<file path="config.mk">
export PLATFORM = sky130hd
export DESIGN_NAME = ysyx_22040750_ifu
export DESIGN_NICKNAME = d
export VERILOG_FILES = /design/src/rtl/ysyx_22040750_ifu.sv
export SDC_FILE = /design/constraint.sdc
export NUM_CORES = 1
export LEC_CHECK = 0
export BUFFER_PORTS_ARGS = -buffer_cell sky130_fd_sc_hd__buf_2
export CAP_MARGIN = 20
export CORE_ASPECT_RATIO = 2
export CORE_UTILIZATION = 54
export CTS_BUF_LIST = sky130_fd_sc_hd__clkbuf_4 sky130_fd_sc_hd__clkbuf_8 sky130_fd_sc_hd__clkbuf_16
export DETAILED_ROUTE_END_ITERATION = 16
export PLACE_DENSITY_LB_ADDON = 0.1
export SLEW_MARGIN = 20
export SYNTH_ARGS = -nofsm -noshare
export SYNTH_HDL_FRONTEND = slang
export SYNTH_SLANG_ARGS = --single-unit
export TNS_END_PERCENT = 30
</file>
<file path="constraint.sdc">
create_clock -name I_clk -period 4 [get_ports I_clk]
set_input_delay 0.8 -clock I_clk [delete_from_list [all_inputs] [get_ports I_clk]]
set_output_delay 0.8 -clock I_clk [all_outputs]
set_load 0.1 [all_outputs]
</file>
<file path="src/rtl/ysyx_22040750_ifu.sv">
// Instruction fetch unit: owns the fetch PC, issues one imem request per PC,
// hands {pc, pc+4, inst} to IF/ID and accepts the next PC over a valid/ready handshake.
module ysyx_22040750_ifu #(
  parameter logic [31:0] RESET_PC = 32'h8000_0000
) (
  input  logic        I_clk,
  input  logic        I_rst,
  input  logic        I_dnpc_valid,
  output logic        O_dnpc_ready,
  input  logic [31:0] I_dnpc,
  input  logic        I_flush,
  input  logic [31:0] I_flush_pc,
  output logic        O_imem_req_valid,
  input  logic        I_imem_req_ready,
  output logic [31:0] O_imem_addr,
  input  logic        I_imem_resp_valid,
  input  logic [31:0] I_imem_rdata,
  output logic        O_IF_ID_valid,
  input  logic        I_IF_ID_ready,
  output logic [31:0] O_IF_ID_pc,
  output logic [31:0] O_IF_ID_snpc,
  output logic [31:0] O_IF_ID_inst,
  output logic [63:0] O_fetch_cnt
);

  typedef enum logic [2:0] {
    S_REQ,
    S_WAIT,
    S_OUT,
    S_IDLE,
    S_DRAIN
  } state_t;

  state_t      state, state_nxt;
  logic [31:0] pc;
  logic        req_fire;
  logic        if_id_fire;
  logic        dnpc_fire;
  logic        outstanding;

  assign O_imem_addr      = pc;
  assign O_imem_req_valid = (state == S_REQ) && !I_rst;
  assign req_fire         = O_imem_req_valid && I_imem_req_ready;
  assign if_id_fire       = (state == S_OUT) && I_IF_ID_ready && !I_flush;
  assign dnpc_fire        = O_dnpc_ready && I_dnpc_valid;

  // A request is still owed a response if it was accepted and its data has not come back.
  assign outstanding = ((state == S_WAIT)  && !I_imem_resp_valid) ||
                       ((state == S_DRAIN) && !I_imem_resp_valid) ||
                       ((state == S_REQ)   && req_fire);

  always_comb begin
    O_dnpc_ready = 1'b0;
    if (!I_rst && !I_flush) begin
      case (state)
        S_OUT:   O_dnpc_ready = I_IF_ID_ready;
        S_IDLE:  O_dnpc_ready = 1'b1;
        default: O_dnpc_ready = 1'b0;
      endcase
    end
  end

  always_comb begin
    state_nxt = state;
    if (I_flush) begin
      state_nxt = outstanding ? S_DRAIN : S_REQ;
    end else begin
      case (state)
        S_REQ:   if (req_fire)          state_nxt = S_WAIT;
        S_WAIT:  if (I_imem_resp_valid) state_nxt = S_OUT;
        S_OUT:   if (if_id_fire)        state_nxt = I_dnpc_valid ? S_REQ : S_IDLE;
        S_IDLE:  if (dnpc_fire)         state_nxt = S_REQ;
        S_DRAIN: if (I_imem_resp_valid) state_nxt = S_REQ;
        default:                        state_nxt = S_REQ;
      endcase
    end
  end

  always_ff @(posedge I_clk) begin
    if (I_rst) state <= S_REQ;
    else       state <= state_nxt;
  end

  always_ff @(posedge I_clk) begin
    if (I_rst) begin
      pc            <= RESET_PC;
      O_IF_ID_valid <= 1'b0;
      O_IF_ID_pc    <= '0;
      O_IF_ID_snpc  <= '0;
      O_IF_ID_inst  <= '0;
      O_fetch_cnt   <= '0;
    end else if (I_flush) begin
      pc            <= I_flush_pc;
      O_IF_ID_valid <= 1'b0;
    end else begin
      if ((state == S_WAIT) && I_imem_resp_valid) begin
        O_IF_ID_valid <= 1'b1;
        O_IF_ID_pc    <= pc;
        O_IF_ID_snpc  <= pc + 32'd4;
        O_IF_ID_inst  <= I_imem_rdata;
      end
      if (if_id_fire) begin
        O_IF_ID_valid <= 1'b0;
        O_fetch_cnt   <= O_fetch_cnt + 64'd1;
      end
      if (dnpc_fire) pc <= I_dnpc;
    end
  end

endmodule

</file>
==> results.toml <==
[timing]
layout_min_cycle_time_ns = 2.92
max_clock_freq_mhz = 342
tns_ns = 0
setup_viol = 0
skew_ns = 0.0101
worst_slew_pin_slew_ns = 0.896
rsz0062_at_grt = "no"
slew_violations = 0
slew_headroom_pct = 40.3
final-hold-violation-count = 0
min_period_over_period_pct = 73.1

[clock_tree]
path_clk_slew_ns = 0.07
cts_setup_buffers = 0
worstSkewPairLatency_ns = 0.43
cts_buffers = 17
cts_tree = "yes"
cts_root_buf = "clkbuf_16"
post_cts_resized = 0
cts.htree.levels = 4
cts_hold_buf = 0
cts_sinks = 194
clockBufferDepth = 2

[yosys]
synth_flop_cell = "dfxtp_1"
synth_cells = 1001
syn_nets = 1106
synth_top_area_share_pct = 46.7
synth-seq-cells = 194
yosysWarnings = 0
avgSynthCellArea_sq_um = 8.31
yosysSeqAreaShare_pct = 46.7
synthesis.area_sq_mm = 0.00832
post_synth_num_cell_types = 40
synth-edff-count = 0
yosys-top-cells-count = "194 x dfxtp_1, 167 x nand2_1, 111 x nor2_1, 103 x a21oi_1"
synth_largest_area_cell = "dfxtp_1"
synth_area_leaders = "dfxtp_1 47%, nand2_1 7.5%, a21oi_1 6.2%"
ys_async_sr_fraction_pct = 0
synth_most_common_cell = "dfxtp_1"

[worst_setup_path]
startpoint_type = "input pin"
endpoint_kind = "primary output"
crit_slowest_cell = "or3_1"
r2r_start = "O_fetch_cnt[26]$_SDFFE_PP0P_"
critical_path.startpoint = "I_rst"
slowest_delay_ns = 0.45
crit_arrival_ns = 2.12
cp_max_fo = 61
worstSetupPathType = "input pin to primary output"
crit_chain = "buf_6 -> or3_1 -> nor2_1 -> buf_2"
worstPathRequired_ns = 3.20

[layout]
drive_gt1_share_pct = 27.8
fin_cells = 1469
finish.net_count = 1366
n_antenna_cell = 0
area_growth_pct = 26.1

[power]
p_int_mw = 2.99
vdd_ir_drop_max_uv = 298
power.share.clock_pct = 39.9
netSwitchingFraction_pct = 27.8
p_leak_nw = 4.42
pwr-share-comb_pct = 11.6
p_per_area_mw_per_mm2 = 395
seq_power_share_pct = 48.5
power_switching_mw = 1.15

[detailed_routing]
avgRoutedWirePerCell_microns = 15.5
drtPass1Iterations = 4
avgViaCountPerCell = 5.52
drtIter0Drc = 296
wl_mm = 22.8
antenna_left = 0
drc = 0
vias = 8109

[die]
die_y_microns = 178
start_util_pct = 55.8
rows = 63
die_area_sq_mm = 0.0159
design.portCount = 298
die_w_microns = 89.8
core_area_sq_mm = 0.0149

[outcome]
status = "finished, final reports clean"

[placement]
placedCellCount = 1437
port-buffer-count = 297
gp_congestion = 0.803
hpwl_mm = 16.7

[global_route]
grt_pass1_vias = 7580
grt_max_degree = 70
antenna_found_initial = 0
grt_pass1_wl_mm = 36.5
grt_overflow = 0
grtUsageTotal_pct = 28.5

[hold_path]
hp-start = "O_IF_ID_inst[4]$_SDFFE_PP0P_"
min_path_type = "flip-flop to flip-flop"

[run]
maxCapViolations = 0
-- worst max-delay path: cells and delay by family --
family	cells	cell delay (ns)
buffers and inverters	2	0.67
and+or+nand+nor	2	0.63
-- power by group through the flow --
stage	Clock, mW	Combinational, mW	Sequential (mW)
detailed placement	0	0.480	2.06
global route	1.76	0.504	2.02
floorplan	0	0.135	2.28
finish	1.66	0.479	2.01
global placement	0	0.476	2.06
CTS	1.68	0.481	2.01
-- stage by stage --
step	hold slack, ns	setup WS [ns]	util (%)	power [mW]	area, sq um
after detailed placement	0.444	0.955	66.5	2.54	9910
after global placement	0.439	0.964	66.5	2.53	9910
after CTS	0.453	1.09	70.4	4.17	10500
after floorplan	0.548	0.437	-	2.41	8320
after global routing	0.471	1.04	70.4	4.28	10500
final	0.452	1.08	70.4	4.15	10500
-- kinds of logic (layout without fill, tap and decap cells) --
family	after synthesis	in the layout	share of synthesized area, %
AO/OA/AOI/OAI	202	202	14.3
multiplexers	33	33	3.99
adder cells (fa/ha/maj)	2	2	0.301
flip-flops	194	194	46.7
XOR/XNOR	56	56	5.90
AND/OR/NAND/NOR	434	434	24.9
buffers and inverters	80	353	3.90
-- area by class of cell --
class,instances,area [sq um]
Multi-Input combinational cell,727,4130
Clock inverter,10,101
Sequential cell,194,3880
Tap cell,195,244
Clock buffer,22,475
Fill cell,1311,4410
Timing Repair Buffer,308,1600
Inverter,13,48.8
-- sequential cells by signal, summed over array words and instances (netlist names) --
| name | cells |
|---|---|
| O_IF_ID_inst | 32 |
| O_IF_ID_pc | 32 |
| O_IF_ID_snpc | 30 |
| O_IF_ID_valid | 1 |
| O_fetch_cnt | 64 |
| O_imem_addr | 32 |
| state | 3 |
-- routing by layer --
layer	global-route usage, %	routed length [microns]	vias to the layer above
met5	0	0	-
met3	6.47	1340	65
met1	28.8	8140	3729
met4	16.7	980	0
met2	52.9	12400	301
li1	-	-	4014
-- worst paths after layout --
path | end | depth (start not counted) | slack, ns
worst max-delay path | O_dnpc_ready | 4 | 1.08
worst min register to register | O_IF_ID_inst[4]$_SDFFE_PP0P_ | 2 | 0.45
worst max register to register | O_fetch_cnt[63]$_SDFFE_PP0P_ | 5 | 1.34
worst min-delay path | O_IF_ID_inst[4]$_SDFFE_PP0P_ | 2 | 0.45
-- cells in the final DEF, fill, tap and decap left out, types with 9 or more instances in the layout --
master / instances
nand2_1: 167
xnor2_1: 11
mux2i_1: 32
or3_1: 29
nand3_1: 31
a211oi_1: 57
nor2_1: 111
buf_2: 296
a21oi_1: 103
o21ai_0: 26
xor2_1: 45
clkbuf_16: 17
nand4_1: 41
inv_1: 13
dfxtp_1: 194
buf_4: 9
Power figures use the tool's default switching activity.
